[config.mk]
export PLATFORM = sky130hd
export DESIGN_NAME = router_reg
export DESIGN_NICKNAME = d
export VERILOG_FILES = /design/src/rtl/router_reg.sv
export SDC_FILE = /design/constraint.sdc
export NUM_CORES = 1
export LEC_CHECK = 0
export ABC_AREA = 0
export CORE_MARGIN = 8
export CORE_UTILIZATION = 53
export DETAILED_ROUTE_END_ITERATION = 10
export HOLD_SLACK_MARGIN = 0.06
export PLACE_DENSITY = 0.79
export SYNTH_ARGS = -nofsm -noshare
export SYNTH_HDL_FRONTEND = slang
export SYNTH_SLANG_ARGS = --single-unit
[constraint.sdc]
create_clock -name clock -period 1.8 [get_ports clock]
set_input_delay 0.27 -clock clock [delete_from_list [all_inputs] [get_ports clock]]
set_output_delay 0.27 -clock clock [all_outputs]
set_load 0.05 [all_outputs]
[src/rtl/router_reg.sv]
// rtl/router_reg.sv - 1x3 router datapath register: header latch, hold byte, running parity and error flags.
// Driven by the router FSM state strobes; dout feeds the addressed output FIFO.

module router_reg #(
  parameter int DATA_WIDTH = 8
) (
  input  logic                  clock,
  input  logic                  reset,
  input  logic                  pkt_valid,
  input  logic [DATA_WIDTH-1:0] data_in,
  input  logic                  fifo_full,
  input  logic                  detect_add,
  input  logic                  lfd_state,
  input  logic                  ld_state,
  input  logic                  laf_state,
  input  logic                  full_state,
  input  logic                  rst_int_reg,
  output logic                  parity_done,
  output logic                  low_packet_valid,
  output logic                  err,
  output logic [DATA_WIDTH-1:0] dout
);

  logic [DATA_WIDTH-1:0] header;
  logic [DATA_WIDTH-1:0] hold;
  logic [DATA_WIDTH-1:0] int_parity;
  logic [DATA_WIDTH-1:0] pkt_parity;

  logic header_ok;
  logic parity_byte;

  // Address 3 has no output port, so such a header is never captured.
  assign header_ok   = detect_add && pkt_valid && (data_in[1:0] != 2'b11);
  assign parity_byte = ld_state && !pkt_valid;

  always_ff @(posedge clock) begin
    if (reset) begin
      header <= '0;
    end else if (header_ok) begin
      header <= data_in;
    end
  end

  // A byte arriving while the FIFO is full is parked in hold and replayed in LOAD_AFTER_FULL.
  always_ff @(posedge clock) begin
    if (reset) begin
      dout <= '0;
      hold <= '0;
    end else if (lfd_state) begin
      dout <= header;
    end else if (ld_state && !fifo_full) begin
      dout <= data_in;
    end else if (ld_state && fifo_full) begin
      hold <= data_in;
    end else if (laf_state) begin
      dout <= hold;
    end
  end

  always_ff @(posedge clock) begin
    if (reset) begin
      int_parity <= '0;
    end else if (detect_add) begin
      int_parity <= '0;
    end else if (lfd_state) begin
      int_parity <= int_parity ^ header;
    end else if (ld_state && pkt_valid && !full_state) begin
      int_parity <= int_parity ^ data_in;
    end
  end

  always_ff @(posedge clock) begin
    if (reset) begin
      pkt_parity <= '0;
    end else if (parity_byte) begin
      pkt_parity <= data_in;
    end
  end

  always_ff @(posedge clock) begin
    if (reset) begin
      parity_done <= 1'b0;
    end else if (detect_add) begin
      parity_done <= 1'b0;
    end else if ((parity_byte && !fifo_full) ||
                 (laf_state && low_packet_valid && !parity_done)) begin
      parity_done <= 1'b1;
    end
  end

  always_ff @(posedge clock) begin
    if (reset) begin
      low_packet_valid <= 1'b0;
    end else if (rst_int_reg) begin
      low_packet_valid <= 1'b0;
    end else if (parity_byte && fifo_full) begin
      low_packet_valid <= 1'b1;
    end
  end

  // err stays visible until the next valid header byte arrives.
  always_ff @(posedge clock) begin
    if (reset) begin
      err <= 1'b0;
    end else if (detect_add && pkt_valid) begin
      err <= 1'b0;
    end else if (rst_int_reg && parity_done) begin
      err <= (int_parity != pkt_parity);
    end
  end

endmodule

### Yosys cells after proc, flatten, opt, wreduce, memory -nomap -nowiden

Cells that the tools add are included.

* bits in latches: 0
* memory bits (read-only): 0
* RAM bits: 0
* memories: 0
* register bits after elaboration: 43
* input port bits: 18

* multiply operators: 0
* reduce and logical (&&, ||, !) cells: 24
* bitwise logic cells: 4
* divide/modulo/power cells: 0
* shift operators: 0
* add/sub/neg operators: 0
* eq/ne operators: 3
* mux-type cells: 6
* $lt $le $gt $ge: 0

Operator list (number)
* $mux W8: 6
* $xor A8 B8 Y8: 2
* $logic_and A1 B1 Y1: 12
* $ne A8 B8 Y1: 1
* $reduce_or A2 Y1: 3
* $logic_not A1 Y1: 4
* $ne A3 B3 Y1 const B: 1
* $reduce_and A3 Y1: 1
* $reduce_bool A3 Y1: 1
* $ne A2 B2 Y1 const B: 1
* $not A1 Y1: 2
* $reduce_and A2 Y1: 1
* $reduce_bool A2 Y1: 1
* $logic_or A1 B1 Y1: 1

### Depth between registers and ports, before layout

Gate-level depths: netlist of run 1.

* depth after elaboration: 4
* mapped depth: 5

### Least setup slack after synthesis of run 1

No wires, ideal clock.

* path kind: input to register
* start: input port ld_state
* end: register dout[2]
* cell stages on the path: 5
* slack: 365 ps
* data required time: 1683 ps
* data arrival time: 1318 ps
* buffers on the path: 1
* path through: nor2b_1 > buf_6 > mux2_4 > mux2_2 > a22o_1

* word-level cells in the longest chain between the ends: 3
* elaborated cells between the ends (all ways): 7

RTL lines
* start, declared: RTL line 14 `input logic ld_state,`
* $logic_and A1 B1 Y1, on equally long branches: RTL line 51, 53
* $ne A3 B3 Y1 (no line) (tied with other cells)
* $reduce_and A2 Y1 (no line) / $mux W8 (equally long branches)
* end signal, assigned: RTL line 50 `dout <= header;`
* end signal, assigned: RTL line 52 `dout <= data_in;`
* end signal, assigned: RTL line 56 `dout <= hold;`
* end, declared: RTL line 21 `output logic [DATA_WIDTH-1:0] dout`

Several ways; a longest one is shown, not always the timed one.
A chain may end at the register's enable or synchronous reset.

### Worst setup path in the final report of run 1

Same ends and word-level chain as after synthesis.

==> results of run 1 <==
==> area by class of cell <==
class | instances | area [um^2] | area share [%]
clock buffers | 8 | 68.8 | 2.84
inverters | 2 | 7.51 | 0.309
multi-input cells | 136 | 960 | 39.5
flip-flops and latches | 43 | 861 | 35.5
well taps | 46 | 57.6 | 2.37
repair buffers | 52 | 473 | 19.5
==> sequential cells by signal (all words and copies together), names as in the netlist <==
signal and cells:
dout 8, header 8, hold 8, int_parity 8
pkt_parity 8, err 1, low_packet_valid 1, parity_done 1
==> cells by family after synthesis <==
group,share of synthesized area [%]
compound gates,11.9
xor+xnor,6.50
buf+inv,3.65
flops,45.6
mux,17.2
simple gates,15.1
==> worst register-to-register path: stages, from the launching register on <==
cell     delay, ps
dfxtp_1        340
mux2_4         260
mux2_2         270
a22o_1         230
==> worst max path at each step <==
stage,start,endpoint,slack [ps]
6_report,ld_state,dout[2],70
5_1_grt,ld_state,dout[5],20
4_1_cts,dout[4],dout[4],3
3_5_place_dp,ld_state,dout[2],-220
3_3_place_gp,ld_state,dout[2],-180
2_1_floorplan,ld_state,dout[2],360
==> through the flow <==
stage	hold slack (ps)	total power, mW	instance area, um^2	setup TNS (ps)
2_1_floorplan	349	1.20	1890	0
3_3_place_gp	445	1.33	2360	-1280
3_5_place_dp	459	1.34	2360	-1630
4_1_cts	476	1.87	2420	0
5_1_grt	489	1.93	2430	0
6_report	477	1.86	2430	0
==> cell usage after synthesis, drive strengths merged <==
master and count:
buf 5, clkbuf 8, nor2b 2, nor4 2, nand2 18, and2b 1, nor4bb 1, a31oi 1
a22oi 8, a211o 1, a211oi 1, inv 2, a21oi 10, xor2 13, nor2 20, or2b 1
a21o 1, nor3 14, o22ai 1, nand3b 1, a221oi 1, a22o 8, mux2i 14, mux2 16
dfxtp 43, xnor2 1
==> power by group <==
group	switching (mW)	internal, mW
clock	0.308	0.230
combinational	0.159	0.154
sequential	0.0234	0.986
total	0.490	1.37
==> routing by layer <==
| layer | vias to the layer above | part of all wire [%] | track usage (%) |
|---|---|---|---|
| met5 | - | 0 | 0 |
| met4 | 0 | 1.6 | 8.32 |
| met3 | 8 | 4.8 | 4.47 |
| met2 | 36 | 48 | 27.5 |
| met1 | 751 | 45 | 21.5 |
| li1 | 775 | - | - |
==> flow_metrics.env, run 1 <==
export IMPL_timing_rr_end="dout[2]"
export IMPL_start_util_pct=55.7
export IMPL_yosys_top_cells_area="dfxtp_1 46%, mux2_2 9.0%, mux2i_1 7.4%"
export IMPL_setup_slack_ps=73.7
export IMPL_floorplan_die_area_um2=5730
export IMPL_fp_dieH_um=75.7
export IMPL_crit_buf_inv=2
export IMPL_synthesis_instances=194
export IMPL_fin_skew_ps=6.46
export IMPL_portBuffers=28
export IMPL_avgRoutedWirePerCell_um=16.0
export IMPL_vias=1570
export IMPL_slew_violations=0
export IMPL_vias_per_cell=5.47
export IMPL_htree_levels=2
export IMPL_path_clk_slew_ps=120
export IMPL_slowest_delay_ps=500
export IMPL_slew_headroom_pct=66.4
export IMPL_rsz0062_at_grt="false"
export IMPL_dp_cells=279
export IMPL_synth_top_area_share_pct=45.6
export IMPL_utilization_pct=71.6
export IMPL_clock_latency_ps=360
export IMPL_max_freq_mhz=579
export IMPL_crit_slowest_cell="clkdlybuf4s50_1"
export IMPL_grt_ovfl_total=0
export IMPL_cts_root_buf="clkbuf_4"
export IMPL_ys_warn_count=0
export IMPL_ys_seq_area_share_pct=45.6
export IMPL_gp_congestion=0.811
export IMPL_hpwlAfterDp_um=3420
export IMPL_tightest_slew_ps=503
export IMPL_synth_top_cell_by_area="dfxtp_1"
export IMPL_max_cap_violations=0
export IMPL_power_density_nw_per_um2=766
export IMPL_diodes=0
export IMPL_grt_pass1_vias=1621
export IMPL_antenna_found_initial=0
export IMPL_worstHoldPathCells=2
export IMPL_drive_gt1_share_pct=22.4
export IMPL_clock_sinks=43
export IMPL_r2r_start="hold[2]"
export IMPL_startpoint_type="input pin"
export IMPL_fill_cells=263
export IMPL_drc_errors=0
export IMPL_status="complete, no violations"
export IMPL_hold_buffers=0
export IMPL_syn_avg_cell_area_um2=9.73
export IMPL_min_delay_path_class="flip-flop to flip-flop"
export IMPL_pre_cts_ws_ps=-222
export IMPL_cts_resized=4
export IMPL_grt_usage_pct=17.4
export IMPL_antenna_left=0
export IMPL_setup_violations=0
export IMPL_cts_buffers=5
export IMPL_path_delay_family="buffers and inverters"
export IMPL_drt_iter0_markers=93
export IMPL_rr_worst_depth=3
export IMPL_min_to="pkt_parity[6]"
export IMPL_power_leakage_nw=1.12
export IMPL_critical_path_class="input pin to flip-flop"
export IMPL_fin_crit_sh_pct=95.9
export IMPL_clock_path_buffers=2
export IMPL_final_nets=258
export IMPL_synth_fp_nets=212
export IMPL_ir_drop_mv=0.569
export IMPL_path_cells="clkdlybuf4s50_1 -> nor2b_1 -> buf_4 -> mux2_4 -> mux2_2 -> a22o_1"
export IMPL_hold_viol_final=0
export IMPL_grt_start_max_net_pins=23
export IMPL_post_cts_buffers=0
export IMPL_final_cell_mix="43 x dfxtp_1, 27 x buf_4, 19 x nor2_1"
export IMPL_final_cells=287
export IMPL_synth_seq_cells=43
export IMPL_synth_cell_type_count=29
export IMPL_fp_row_count=21
export IMPL_period_needed_ps=1730
export IMPL_critPathArrivalTime_ps=2000
export IMPL_min_delay_start="pkt_parity[6]"
export IMPL_area_delta_synth_final_pct=28.6
export IMPL_rrSetupSlack_ps=620
export IMPL_wirelength_um=4590
export IMPL_core_area_um2=3390
export IMPL_end_kind="flip-flop"
export IMPL_netlist_area_um2=1890
export IMPL_die_w_um=75.7
export IMPL_dr_pass1_iters=4
export IMPL_final_common_cell="dfxtp_1"
export IMPL_crit_fanout=9
export IMPL_critPathRequiredTime_ps=2070
export IMPL_grt_pass1_wl_um=7580
export IMPL_path_depth=6
export IMPL_io_pins=29
export IMPL_cts_tree="yes"
No activity file was read; power rests on OpenSTA's default activity.
==> run 2: changes to the inputs <==
--- a/config.mk
+++ b/config.mk
@@ -7,10 +7,12 @@
 export LEC_CHECK = 0
 export ABC_AREA = 0
 export CORE_MARGIN = 8
-export CORE_UTILIZATION = 53
+export CORE_UTILIZATION = 55
+export CTS_BUF_LIST = sky130_fd_sc_hd__clkbuf_2
 export DETAILED_ROUTE_END_ITERATION = 10
+export GPL_ROUTABILITY_DRIVEN = 0
 export HOLD_SLACK_MARGIN = 0.06
-export PLACE_DENSITY = 0.79
+export PLACE_DENSITY = 0.81
 export SYNTH_ARGS = -nofsm -noshare
 export SYNTH_HDL_FRONTEND = slang
 export SYNTH_SLANG_ARGS = --single-unit
==> run 2 against run 1 <==
Effect of this change:
- clock skew grew 6.7 ps
- largest power group unchanged
- first-iteration DRC count grew 8.6%
- clock power decreased by 25%
==> flow_metrics.env, run 2 (synthesis results as in run 1) <==
export IMPL_cts_tree="yes"
export IMPL_dp_cells=275
export IMPL_final_cells=283
export IMPL_floorplan_die_area_um2=5560
export IMPL_critPathArrivalTime_ps=1370
export IMPL_final_area_um2=2350
export IMPL_fin_crit_sh_pct=91.0
export IMPL_core_area_um2=3310
export IMPL_cts_buffers=5
export IMPL_worstHoldPathCells=2
export IMPL_avgRoutedWirePerCell_um=16.4
export IMPL_ir_drop_mv=0.414
export IMPL_antenna_found_initial=0
export IMPL_clock_latency_ps=420
export IMPL_critPathRequiredTime_ps=1530
export IMPL_pwr_share_clk_pct=23.6
export IMPL_slew_headroom_pct=66.6
export IMPL_utilization_pct=71.0
export IMPL_internal_power_mw=1.23
export IMPL_max_freq_mhz=610
export IMPL_tightest_slew_ps=503
export IMPL_fp_dieH_um=74.6
export IMPL_path_clk_slew_ps=190
export IMPL_die_w_um=74.6
export IMPL_fin_skew_ps=13.1
export IMPL_slowest_delay_ps=540
export IMPL_hold_buffers=0
export IMPL_path_delay_family="buffers and inverters"
export IMPL_fp_row_count=21
export IMPL_drive_gt1_share_pct=20.7
export IMPL_area_delta_synth_final_pct=24.5
export IMPL_htree_levels=2
export IMPL_dr_pass1_iters=4
export IMPL_drt_iter0_markers=101
export IMPL_rr_worst_depth=3
export IMPL_power_leakage_nw=1.06
export IMPL_grt_pass1_vias=1601
export IMPL_switching_share_pct=28.4
export IMPL_setup_violations=0
export IMPL_min_delay_path_class="input pin to flip-flop"
export IMPL_switching_power_uw=490
export IMPL_drc_errors=0
export IMPL_dpl_cell_area_um2=2320
export IMPL_power_density_nw_per_um2=733
export IMPL_grt_pass1_wl_um=7730
export IMPL_cts_resized=7
export IMPL_status="complete, no violations"
export IMPL_antenna_left=0
export IMPL_cts_root_buf="clkbuf_2"
export IMPL_p_comb_share_pct=17.6
export IMPL_final_cell_mix="43 x dfxtp_1, 23 x buf_4, 20 x nor2_1"
export IMPL_hpwlAfterDp_um=3600
export IMPL_portBuffers=28
export IMPL_grt_start_max_net_pins=20
export IMPL_clock_sinks=43
export IMPL_p_seq_share_pct=58.8
export IMPL_clock_path_buffers=2
export IMPL_critical_path_class="flip-flop to output port"
export IMPL_grt_usage_pct=18.3
export IMPL_grt_ovfl_total=0
export IMPL_max_cap_violations=0
export IMPL_period_needed_ps=1640
export IMPL_io_pins=29
export IMPL_rsz0062_at_grt="false"
export IMPL_hold_viol_final=0
export IMPL_end_kind="output port"
export IMPL_path_cells="dlygate4sd2_1"
export IMPL_vias=1566
export IMPL_crit_slowest_cell="dlygate4sd2_1"
export IMPL_final_common_cell="dfxtp_1"
export IMPL_final_nets=254
export IMPL_wirelength_um=4650
export IMPL_crit_buf_inv=1
export IMPL_startpoint_type="flip-flop"
export IMPL_start_util_pct=57.0
export IMPL_vias_per_cell=5.53
export IMPL_slew_violations=0
export IMPL_diodes=0
export IMPL_path_depth=1
export IMPL_crit_fanout=3
export IMPL_post_cts_buffers=0
[run 2: path summary, 6_finish.rpt]
path                            to        startpoint  slack (ps)
setup / recovery  low_packet_valid  low_packet_valid         160
hold / removal    low_packet_valid       rst_int_reg         470
setup reg to reg           dout[2]           hold[2]         600
hold reg to reg      pkt_parity[2]     pkt_parity[2]         480
[run 2: stage by stage]
stage	setup TNS [ps]	hold WS (ps)	power [mW]	setup WS, ps
6_report	0	467	1.72	162
5_1_grt	0	461	1.79	114
4_1_cts	0	454	1.73	148
3_5_place_dp	-1310	460	1.34	-184
3_3_place_gp	-1270	446	1.32	-178
2_1_floorplan	0	349	1.20	365
[run 2: layer usage]
metal	up-vias	track usage, %	part of all wire, %
li1	769	-	-
met1	752	21.5	43
met2	33	29.9	50
met3	12	5.66	4.3
met4	0	7.39	2.4
met5	-	0	0
[run 2: power groups by stage]
stage / clock [mW] / sequential (mW) / combinational (mW)
floorplan: 0 / 1.05 / 0.146
global placement: 0 / 1.03 / 0.295
detailed placement: 0 / 1.03 / 0.305
CTS: 0.415 / 1.01 / 0.303
global route: 0.447 / 1.02 / 0.327
finish: 0.406 / 1.01 / 0.304
[run 2: cell type report]
cell class | instances | area [um^2]
fillers | 261 | 961
repair buffers | 48 | 424
inverters | 2 | 7.51
flip-flops and latches | 43 | 861
well taps | 46 | 57.6
clock buffers | 6 | 30.0
multi-input cells | 136 | 957
clock inverters | 2 | 12.5
==> run 3: changes to the inputs <==
--- a/config.mk
+++ b/config.mk
@@ -7,12 +7,11 @@
 export LEC_CHECK = 0
 export ABC_AREA = 0
 export CORE_MARGIN = 8
-export CORE_UTILIZATION = 55
+export CORE_UTILIZATION = 40
 export CTS_BUF_LIST = sky130_fd_sc_hd__clkbuf_2
 export DETAILED_ROUTE_END_ITERATION = 10
 export GPL_ROUTABILITY_DRIVEN = 0
 export HOLD_SLACK_MARGIN = 0.06
-export PLACE_DENSITY = 0.81
 export SYNTH_ARGS = -nofsm -noshare
 export SYNTH_HDL_FRONTEND = slang
 export SYNTH_SLANG_ARGS = --single-unit
==> run 3 against run 2 <==
Effect of this change:
- critical path type is now input pin to flip-flop
- utilization down 19 points
- fmax up 4.1%
- die area is 29% higher
- count of clock-buffer cells in the layout unchanged
==> flow_metrics.env, run 3 (synthesis results as in run 1) <==
export IMPL_cts_root_buf="clkbuf_2"
export IMPL_final_common_cell="dfxtp_1"
export IMPL_crit_fanout=9
export IMPL_internal_power_mw=1.37
export IMPL_setup_violations=0
export IMPL_min_delay_path_class="flip-flop to flip-flop"
export IMPL_diodes=0
export IMPL_vias=1504
export IMPL_critical_path_class="input pin to flip-flop"
export IMPL_path_delay_family="buffers and inverters"
export IMPL_path_clk_slew_ps=190
export IMPL_pwr_share_clk_pct=28.4
export IMPL_area_delta_synth_final_pct=26.6
export IMPL_die_w_um=84.7
export IMPL_floorplan_die_area_um2=7170
export IMPL_p_seq_share_pct=55.2
export IMPL_clock_latency_ps=380
export IMPL_grt_usage_pct=12.8
export IMPL_grt_pass1_wl_um=7380
export IMPL_fin_crit_sh_pct=87.4
export IMPL_clock_sinks=43
export IMPL_fin_skew_ps=16.0
export IMPL_tightest_slew_ps=495
export IMPL_power_leakage_nw=1.07
export IMPL_clock_path_buffers=2
export IMPL_antenna_left=0
export IMPL_slew_headroom_pct=67.1
export IMPL_final_nets=256
export IMPL_slowest_delay_ps=480
export IMPL_utilization_pct=51.6
export IMPL_period_needed_ps=1570
export IMPL_grt_start_max_net_pins=20
export IMPL_hold_viol_final=0
export IMPL_drive_gt1_share_pct=22.3
export IMPL_post_cts_buffers=0
export IMPL_wirelength_um=4330
export IMPL_cts_buffers=5
export IMPL_core_area_um2=4630
export IMPL_antenna_found_initial=0
export IMPL_power_density_nw_per_um2=767
export IMPL_critPathRequiredTime_ps=2100
export IMPL_rsz0062_at_grt="false"
export IMPL_fp_row_count=25
export IMPL_io_pins=29
export IMPL_status="complete, no violations"
export IMPL_path_cells="clkdlybuf4s50_1 -> nor2b_1 -> buf_4 -> mux2_4 -> mux2_2 -> a22o_1"
export IMPL_grt_pass1_vias=1504
export IMPL_pre_cts_ws_ps=-178
export IMPL_max_freq_mhz=635
export IMPL_cts_tree="yes"
export IMPL_vias_per_cell=5.15
export IMPL_grt_ovfl_total=0
export IMPL_switching_share_pct=25.2
export IMPL_portBuffers=28
export IMPL_setup_slack_ps=226
export IMPL_startpoint_type="input pin"
export IMPL_htree_levels=2
export IMPL_avgRoutedWirePerCell_um=14.8
export IMPL_max_cap_violations=0
export IMPL_slew_violations=0
export IMPL_hpwlAfterDp_um=3390
export IMPL_end_kind="flip-flop"
export IMPL_crit_slowest_cell="clkdlybuf4s50_1"
export IMPL_fp_dieH_um=84.7
export IMPL_crit_buf_inv=2
export IMPL_critPathArrivalTime_ps=1870
export IMPL_final_cell_mix="43 x dfxtp_1, 28 x buf_4, 20 x nor2_1"
export IMPL_dr_pass1_iters=4
export IMPL_ir_drop_mv=0.515
export IMPL_switching_power_uw=461
export IMPL_p_comb_share_pct=16.4
export IMPL_drc_errors=0
export IMPL_drt_iter0_markers=73
export IMPL_start_util_pct=40.8
run 3: power groups by stage:
| stage | clock network [mW] | registers (mW) | logic [mW] |
|---|---|---|---|
| final | 0.521 | 1.01 | 0.300 |
| after global routing | 0.581 | 1.02 | 0.326 |
| after CTS | 0.539 | 1.01 | 0.302 |
| after detailed placement | 0 | 1.03 | 0.303 |
| after global placement | 0 | 1.03 | 0.300 |
| after floorplan | 0 | 1.05 | 0.146 |
run 3: per-layer routing:
metal	wire, um	vias to the layer above	GRT usage, %
met5	0	-	0
met4	44	0	5.50
met3	195	5	3.80
met2	2030	30	20.1
met1	2060	703	15.6
li1	-	766	-
run 3: through the flow:
| stage | instances | TNS, ps | hold WS (ps) | cell area [um^2] | power, mW |
|---|---|---|---|---|---|
| final | 292 | 0 | 476 | 2390 | 1.83 |
| after global routing | 292 | 0 | 459 | 2390 | 1.92 |
| after CTS | 292 | 0 | 466 | 2390 | 1.85 |
| after detailed placement | 285 | -1310 | 451 | 2330 | 1.33 |
| after global placement | 285 | -1190 | 446 | 2330 | 1.33 |
| after floorplan | 194 | 0 | 349 | 1890 | 1.20 |
run 3: area by class of cell:
class | instances | area, um^2
fillers | 438 | 2240
clock buffers | 6 | 30.0
inverters | 2 | 7.51
multi-input cells | 136 | 957
flip-flops and latches | 43 | 861
well taps | 54 | 67.6
repair buffers | 50 | 435
clock inverters | 1 | 30.0
run 3: worst paths after layout:
| kind | from | to | slack (ps) | depth (start not counted) |
|---|---|---|---|---|
| max | ld_state | dout[2] | 230 | 6 |
| max reg2reg | hold[2] | dout[2] | 630 | 3 |
| min reg2reg | pkt_parity[4] | pkt_parity[4] | 480 | 2 |
| min | pkt_parity[4] | pkt_parity[4] | 480 | 2 |
run 3: timing repair:
action                     CTS  global route
setup endpoints to repair    4             0
gates resized for setup      4             0
hold buffers                 0             0
run 3: worst register-to-register path, delay by kind of cell (launching register included):
| family | cells | cell delay [ps] |
|---|---|---|
| AOI/OAI and AO/OA | 1 | 220 |
| muxes | 2 | 520 |
| DFF | 1 | 350 |
